### config.mk
export PLATFORM = sky130hd
export DESIGN_NAME = clksw_requester_flat
export DESIGN_NICKNAME = d
export VERILOG_FILES = /design/src/rtl/clksw_requester_if.sv /design/src/rtl/clksw_requester.sv /design/src/flat_wrapper.sv
export SDC_FILE = /design/constraint.sdc
export NUM_CORES = 1
export LEC_CHECK = 0
export BUFFER_PORTS_ARGS = -buffer_cell sky130_fd_sc_hd__buf_2
export CAP_MARGIN = 20
export CELL_PAD_IN_SITES_DETAIL_PLACEMENT = 1
export CELL_PAD_IN_SITES_GLOBAL_PLACEMENT = 2
export CORE_ASPECT_RATIO = 0.9
export CORE_UTILIZATION = 37
export DETAILED_ROUTE_END_ITERATION = 10
export GPL_ROUTABILITY_DRIVEN = 1
export PLACE_DENSITY = 0.74
export SKIP_LAST_GASP = 1
export SYNTH_ARGS = -nofsm -noshare
export SYNTH_HDL_FRONTEND = slang
export SYNTH_SLANG_ARGS = --single-unit
### constraint.sdc
create_clock -name hsclk_in -period 2.3 [get_ports hsclk_in]
set_input_delay 0.115 -clock hsclk_in [delete_from_list [all_inputs] [get_ports hsclk_in]]
set_output_delay 0.115 -clock hsclk_in [all_outputs]
set_load 0.01 [all_outputs]
### src/rtl/clksw_requester_if.sv
// Handshake bundle between the CPU clock-switch requester and its neighbours:
// upstream decode/config in, clock-controller request out, controller feedback in.
interface clksw_requester_if;
    logic       host_access_req;
    logic       cfg_fast_en;
    logic [1:0] cfg_div_sel;
    logic       err_clr;
    logic       hsclk_selected_in;
    logic       lsclk_selected_in;
    logic       hsclk_sel;
    logic [1:0] cpuclk_div_sel;
    logic       fast_active;
    logic       switch_busy;
    logic       timeout_err;

    // master: upstream decode, software config and the clock controller
    modport master (
        output host_access_req, cfg_fast_en, cfg_div_sel, err_clr,
        output hsclk_selected_in, lsclk_selected_in,
        input  hsclk_sel, cpuclk_div_sel, fast_active, switch_busy, timeout_err
    );

    modport slave (
        input  host_access_req, cfg_fast_en, cfg_div_sel, err_clr,
        input  hsclk_selected_in, lsclk_selected_in,
        output hsclk_sel, cpuclk_div_sel, fast_active, switch_busy, timeout_err
    );
endinterface

### src/rtl/clksw_requester.sv
// Requester side of the CPU fast/slow clock-switch handshake: dwell policy,
// divider latch on request, feedback resynchronisation and handshake timeout.
module clksw_requester #(
    parameter int SYNC_STAGES  = 2,
    parameter int DWELL_CYCLES = 16,
    parameter int TIMEOUT      = 255,
    parameter int CNT_W        = 8
) (
    input  logic               hsclk_in,
    input  logic               rst_b,
    clksw_requester_if.slave   bus
);

    typedef enum logic [1:0] {
        ST_SLOW     = 2'd0,
        ST_REQ_FAST = 2'd1,
        ST_FAST     = 2'd2,
        ST_REQ_SLOW = 2'd3
    } state_t;

    localparam logic [CNT_W-1:0] DWELL_INIT = CNT_W'(DWELL_CYCLES);
    localparam logic [CNT_W-1:0] TMO_MAX    = CNT_W'(TIMEOUT);
    localparam logic [CNT_W-1:0] CNT_SAT    = '1;
    localparam logic [CNT_W-1:0] CNT_ONE    = CNT_W'(1);

    logic [SYNC_STAGES-1:0] r_hs_sync;
    logic [SYNC_STAGES-1:0] r_ls_sync;
    logic [SYNC_STAGES-1:0] r_sync_vld;

    state_t           r_state;
    logic [CNT_W-1:0] r_dwell;
    logic [CNT_W-1:0] r_tmo;
    logic             r_hsel;
    logic [1:0]       r_div;
    logic             r_fast;
    logic             r_busy;
    logic             r_err;

    logic             w_hs_ack;
    logic             w_ls_ack;
    logic             w_leave;
    logic             w_dwell_go;
    logic [CNT_W-1:0] w_tmo_inc;

    // Feedback is not trusted until every sync stage has sampled the real
    // inputs, so the reset preload never counts as an acknowledge.
    always_ff @(posedge hsclk_in or negedge rst_b) begin
        if (!rst_b) begin
            r_hs_sync  <= '0;
            r_ls_sync  <= '1;
            r_sync_vld <= '0;
        end else begin
            r_hs_sync  <= {r_hs_sync[SYNC_STAGES-2:0], bus.hsclk_selected_in};
            r_ls_sync  <= {r_ls_sync[SYNC_STAGES-2:0], bus.lsclk_selected_in};
            r_sync_vld <= {r_sync_vld[SYNC_STAGES-2:0], 1'b1};
        end
    end

    assign w_hs_ack   = r_sync_vld[SYNC_STAGES-1] &  r_hs_sync[SYNC_STAGES-1] & ~r_ls_sync[SYNC_STAGES-1];
    assign w_ls_ack   = r_sync_vld[SYNC_STAGES-1] &  r_ls_sync[SYNC_STAGES-1] & ~r_hs_sync[SYNC_STAGES-1];
    assign w_leave    = bus.host_access_req | ~bus.cfg_fast_en;
    assign w_dwell_go = ~w_leave & w_ls_ack;
    assign w_tmo_inc  = (r_tmo == CNT_SAT) ? r_tmo : r_tmo + CNT_ONE;

    always_ff @(posedge hsclk_in or negedge rst_b) begin
        if (!rst_b) begin
            r_state <= ST_SLOW;
            r_dwell <= DWELL_INIT;
            r_tmo   <= '0;
            r_hsel  <= 1'b0;
            r_div   <= 2'b00;
            r_fast  <= 1'b0;
            r_busy  <= 1'b0;
            r_err   <= 1'b0;
        end else begin
            // a timeout set later in this block overrides the clear
            if (bus.err_clr) r_err <= 1'b0;

            case (r_state)
                ST_SLOW: begin
                    if (!w_dwell_go) begin
                        r_dwell <= DWELL_INIT;
                    end else if (r_dwell == '0) begin
                        r_div   <= bus.cfg_div_sel;
                        r_hsel  <= 1'b1;
                        r_tmo   <= '0;
                        r_state <= ST_REQ_FAST;
                        r_busy  <= 1'b1;
                    end else begin
                        r_dwell <= r_dwell - CNT_ONE;
                    end
                end

                ST_REQ_FAST: begin
                    if (w_hs_ack) begin
                        r_tmo   <= w_tmo_inc;
                        r_state <= ST_FAST;
                        r_fast  <= 1'b1;
                        r_busy  <= 1'b0;
                    end else if (w_leave) begin
                        r_hsel  <= 1'b0;
                        r_tmo   <= '0;
                        r_state <= ST_REQ_SLOW;
                    end else if (r_tmo == TMO_MAX) begin
                        r_err   <= 1'b1;
                        r_hsel  <= 1'b0;
                        r_tmo   <= '0;
                        r_state <= ST_REQ_SLOW;
                    end else begin
                        r_tmo   <= w_tmo_inc;
                    end
                end

                ST_FAST: begin
                    if (w_leave) begin
                        r_hsel  <= 1'b0;
                        r_tmo   <= '0;
                        r_state <= ST_REQ_SLOW;
                        r_fast  <= 1'b0;
                        r_busy  <= 1'b1;
                    end
                end

                ST_REQ_SLOW: begin
                    // stay here until the controller confirms slow; never re-request blind
                    if (w_ls_ack) begin
                        r_dwell <= DWELL_INIT;
                        r_state <= ST_SLOW;
                        r_busy  <= 1'b0;
                    end else if (r_tmo == TMO_MAX) begin
                        r_err   <= 1'b1;
                        r_tmo   <= '0;
                    end else begin
                        r_tmo   <= w_tmo_inc;
                    end
                end

                default: begin
                    r_state <= ST_SLOW;
                    r_dwell <= DWELL_INIT;
                    r_tmo   <= '0;
                    r_hsel  <= 1'b0;
                    r_fast  <= 1'b0;
                    r_busy  <= 1'b0;
                end
            endcase
        end
    end

    assign bus.hsclk_sel      = r_hsel;
    assign bus.cpuclk_div_sel = r_div;
    assign bus.fast_active    = r_fast;
    assign bus.switch_busy    = r_busy;
    assign bus.timeout_err    = r_err;

endmodule

### src/flat_wrapper.sv
// flat-port wrapper written by rule: the top's interface ports become plain ports
module clksw_requester_flat 
#(
    parameter int SYNC_STAGES  = 2,
    parameter int DWELL_CYCLES = 16,
    parameter int TIMEOUT      = 255,
    parameter int CNT_W        = 8
)
  (hsclk_in, rst_b, bus_host_access_req, bus_cfg_fast_en, bus_cfg_div_sel, bus_err_clr, bus_hsclk_selected_in, bus_lsclk_selected_in, bus_hsclk_sel, bus_cpuclk_div_sel, bus_fast_active, bus_switch_busy, bus_timeout_err);
  clksw_requester_if bus_i ();
  input  logic hsclk_in;
  input  logic rst_b;
  input wire logic [$bits(bus_i.host_access_req)-1:0] bus_host_access_req;
  input wire logic [$bits(bus_i.cfg_fast_en)-1:0] bus_cfg_fast_en;
  input wire logic [$bits(bus_i.cfg_div_sel)-1:0] bus_cfg_div_sel;
  input wire logic [$bits(bus_i.err_clr)-1:0] bus_err_clr;
  input wire logic [$bits(bus_i.hsclk_selected_in)-1:0] bus_hsclk_selected_in;
  input wire logic [$bits(bus_i.lsclk_selected_in)-1:0] bus_lsclk_selected_in;
  output wire logic [$bits(bus_i.hsclk_sel)-1:0] bus_hsclk_sel;
  output wire logic [$bits(bus_i.cpuclk_div_sel)-1:0] bus_cpuclk_div_sel;
  output wire logic [$bits(bus_i.fast_active)-1:0] bus_fast_active;
  output wire logic [$bits(bus_i.switch_busy)-1:0] bus_switch_busy;
  output wire logic [$bits(bus_i.timeout_err)-1:0] bus_timeout_err;
  assign bus_i.host_access_req = bus_host_access_req;
  assign bus_i.cfg_fast_en = bus_cfg_fast_en;
  assign bus_i.cfg_div_sel = bus_cfg_div_sel;
  assign bus_i.err_clr = bus_err_clr;
  assign bus_i.hsclk_selected_in = bus_hsclk_selected_in;
  assign bus_i.lsclk_selected_in = bus_lsclk_selected_in;
  assign bus_hsclk_sel = bus_i.hsclk_sel;
  assign bus_cpuclk_div_sel = bus_i.cpuclk_div_sel;
  assign bus_fast_active = bus_i.fast_active;
  assign bus_switch_busy = bus_i.switch_busy;
  assign bus_timeout_err = bus_i.timeout_err;
  clksw_requester #(.SYNC_STAGES(SYNC_STAGES), .DWELL_CYCLES(DWELL_CYCLES), .TIMEOUT(TIMEOUT), .CNT_W(CNT_W)) u_core (.hsclk_in(hsclk_in), .rst_b(rst_b), .bus(bus_i));
endmodule
==> reports/results.env <==
SYNTH-EDFF-COUNT=0
CLOCK_TREE.ROOT_CELL='clkbuf_8'
TRACK_USAGE=0.198
TOTALWIRELENGTH_MM=4.07
IR_WORST_VDD_mV=0.544
NETLIST_INSTANCES=170
MAX-CAP-VIOLATIONS=0
HPWL_MM=3.04
CTS-BUFFERS-INSERTED=5
VIA_COUNT=1356
CP.ARRIVAL_PS=2230
SYNTH.DISTINCT_CELLS=46
CLOCKBUFFERDEPTH=2
WORST_SLEW_MARGIN=0.532
CRITICAL_PATH.ENDPOINT_TYPE='register'
CORE_SQ_UM=4210
CLOCK_TREE_FROM_TRITONCTS='done'
GRT.OVERFLOW.TOTAL=0
DIE_AREA_SQ_UM=4820
ROUTE.DETAILED.WL_PER_INST_UM=16.0
GRT_SETUP_UNREPAIRED='no'
FINALSETUPVIOLATIONS=0
POSTSYNTH.TOPFLOPCELL='dfrtp_1'
PATH_MAX_FANOUT=16
CLK_PIN_SLEW_WORST_PATHS_PS=70
FLOW.AREA_GROWTH_FROM_SYNTHESIS_PCT=15.2
FIN_CRIT_PS=2070
NUM-NETS-FINAL=211
GRT_START_MAX_NET_PINS=31
INITIAL_ANTENNA_VIOLATION_COUNT=0
LEAKAGE_nW=0.921
TIMING.FMAX_MHz=484
YOSYS_REGISTER_BITS=30
POST-ROUTE-DRC-COUNT=0
SYNTH-WARNING-COUNT=0
PLACED_AREA_SQ_UM=1810
SETUP.WORST_PATH.START_CLASS='register'
CLOCK_LATENCY_PS=280
HTREE_NUM_LEVELS=2
DRTITER0DRC=55
SYN-NUM-NETS=188
TIMING.FINAL.HOLD_VIOLATIONS=0
FINAL_CELL_MIX='dfrtp_1 (27), nor2_1 (17), buf_2 (14), nand2_1 (12), o21ai_0 (12)'
WORSTSETUPPATHTYPE='reg2reg'
NUMPLACEDINSTANCES=243
CHIPWIDTH_UM=73.0
FIRST_PASS_GRT_WIRE_LENGTH_MM=7.10
IO_BUFFER_COUNT=14
FINALWEIGHTEDCONGESTION=0.820
INITIAL_STANDARD_CELL_UTILIZATION_OF_THE_CORE=0.399
PLACEMENT_ROWS=22
WORST_CLOCK_SKEW_PS=6.37
TIGHTESTPINTRANSITION_PS=703
WORST-ENDPOINT-REQUIRED_PS=2460
FINALCRITPERIODSHARE=0.898
TIMING.SETUP.TNS_PS=0
HOLD_CLASS='in2reg'
DESIGN.PORTCOUNT=15
ROUTE.ANTENNA.REMAINING_NETS=0
SYN_AREA_SQ_UM=1680
CTS.SINK_COUNT=30
INSERTEDDIODECOUNT=0
LAYOUT.CELLS.NON_FILLER=254
MEAN_NUMBER_OF_VIAS_PER_CELL=5.34
REPORT.FINAL.SLEW_VIOL_COUNT=0
RUN_STATUS='completed'
SYNTH.YOSYS.SEQ_AREA_SHARE=0.449
POWER-PER-CELL-AREA_nW_PER_UM2=1180
DRT_PASS1_ITERATIONS=5
FINAL_AREA_SQ_UM=1940
DRIVE_GT1_FRAC=0.211
FIRST_GLOBAL_VIAS=1408
FIN_UTIL=0.460
ASYNC_FLOP_SHARE=1.00
FIN_TOTAL_PWR_mW=2.28
SYN_AREA_PER_CELL_SQ_UM=9.88
LEADING_CELL_TYPE_IN_THE_LAYOUT_FILL_AND_TAPS_EXCLUDED='dfrtp_1'
DIE_H_UM=65.9
stage by stage:
| step | setup slack [ps] | hold WS [ps] |
|---|---|---|
| 2_1_floorplan | 485 | -181 |
| 3_3_place_gp | 325 | 193 |
| 3_5_place_dp | 258 | 206 |
| 4_1_cts | 247 | 8.15 |
| 5_1_grt | 72.0 | 17.3 |
| 6_report | 234 | 12.1 |
metal layers:
| metal | GRT usage | wire [um] | vias up |
|---|---|---|---|
| li1 | - | - | 662 |
| met3 | 0.0488 | 128 | 2 |
| met4 | 0.0515 | 23 | 0 |
| met1 | 0.268 | 2090 | 670 |
| met2 | 0.315 | 1820 | 22 |
| met5 | 0 | 0 | - |
synthesized netlist by cell type (all sizes together) (3+ instances only):
master | number | area share
o22a | 5 | 0.026
ha | 9 | 0.067
dfstp | 3 | 0.047
buf | 3 | 0.018
nor2 | 17 | 0.038
mux2 | 3 | 0.020
dfrtp | 27 | 0.40
nand2 | 12 | 0.027
nor3 | 6 | 0.018
o31ai | 4 | 0.018
nand3 | 7 | 0.021
and3 | 3 | 0.011
a21oi | 11 | 0.033
o21ai | 13 | 0.039
nor2b | 3 | 0.011
a31oi | 4 | 0.015
inv | 10 | 0.022
registers in the layout, indices dropped and copies added (netlist names):
register / flops
u_core.r_dwell: 8
u_core.r_ls_sync: 2
u_core.r_tmo: 8
u_core.bus.cpuclk_div_sel: 2
u_core.bus.hsclk_sel: 1
u_core.r_state: 2
u_core.r_hs_sync: 2
u_core.r_sync_vld: 2
u_core.bus.fast_active: 1
u_core.bus.switch_busy: 1
u_core.bus.timeout_err: 1
worst max-delay path: stages, from the launching register on:
cell     delay, ps
dfrtp_1        410
inv_1          150
ha_1           350
a21oi_1        140
o22ai_2        560
nor2_1         110
o22a_1         220
power by group:
group	switching (mW)	internal (mW)	total [mW]
combinational	0.650	0.411	1.06
sequential	0.117	0.656	0.773
clock	0.208	0.240	0.448
total	0.975	1.31	2.28
path summary, 6_finish.rpt:
kind                                           startpoint                                 end  slack (ps)  depth (start not counted)
min in group asynchronous                           rst_b  u_core.bus.fast_active$_DFFE_PN0P_         410                          2
max in group asynchronous                           rst_b         u_core.r_tmo[0]$_DFFE_PN0P_        1430                          2
setup / recovery            u_core.r_state[0]$_DFFE_PN0P_         u_core.r_tmo[2]$_DFFE_PN0P_         230                          6
hold reg to reg            u_core.r_sync_vld[0]$_DFF_PN0_      u_core.r_sync_vld[1]$_DFF_PN0_         350                          0
setup reg to reg            u_core.r_state[0]$_DFFE_PN0P_         u_core.r_tmo[2]$_DFFE_PN0P_         230                          6
hold / removal                                bus_err_clr    u_core.bus.timeout_err$_DFF_PN0_          10                          2
kinds of logic (layout without fill, tap and decap cells):
group,Yosys count,in the layout,synth area share
and+or+nand+nor,64,64,0.214
AOI/OAI and AO/OA,49,49,0.201
DFF,30,30,0.449
buffers and inverters,13,37,0.0402
adders and majority gates,9,9,0.0670
muxes,4,4,0.0261
other,1,1,0.00223
final cells by class:
| cell class | instances | area [sq um] |
|---|---|---|
| Tap cell | 60 | 75.1 |
| Timing Repair Buffer | 19 | 115 |
| Inverter | 10 | 37.5 |
| Multi-Input combinational cell | 127 | 858 |
| Clock inverter | 2 | 12.5 |
| Fill cell | 490 | 2280 |
| Sequential cell | 30 | 754 |
| Clock buffer | 6 | 82.6 |
repair_timing:
| item | CTS | global route |
|---|---|---|
| resized for setup | 0 | 0 |
| endpoints found under the hold margin | 29 | 0 |
| hold buffers | 3 | 0 |
| buffers inserted | 0 | 0 |
| endpoints found under the setup margin | 0 | 0 |
(Power assumes the default switching activity.)
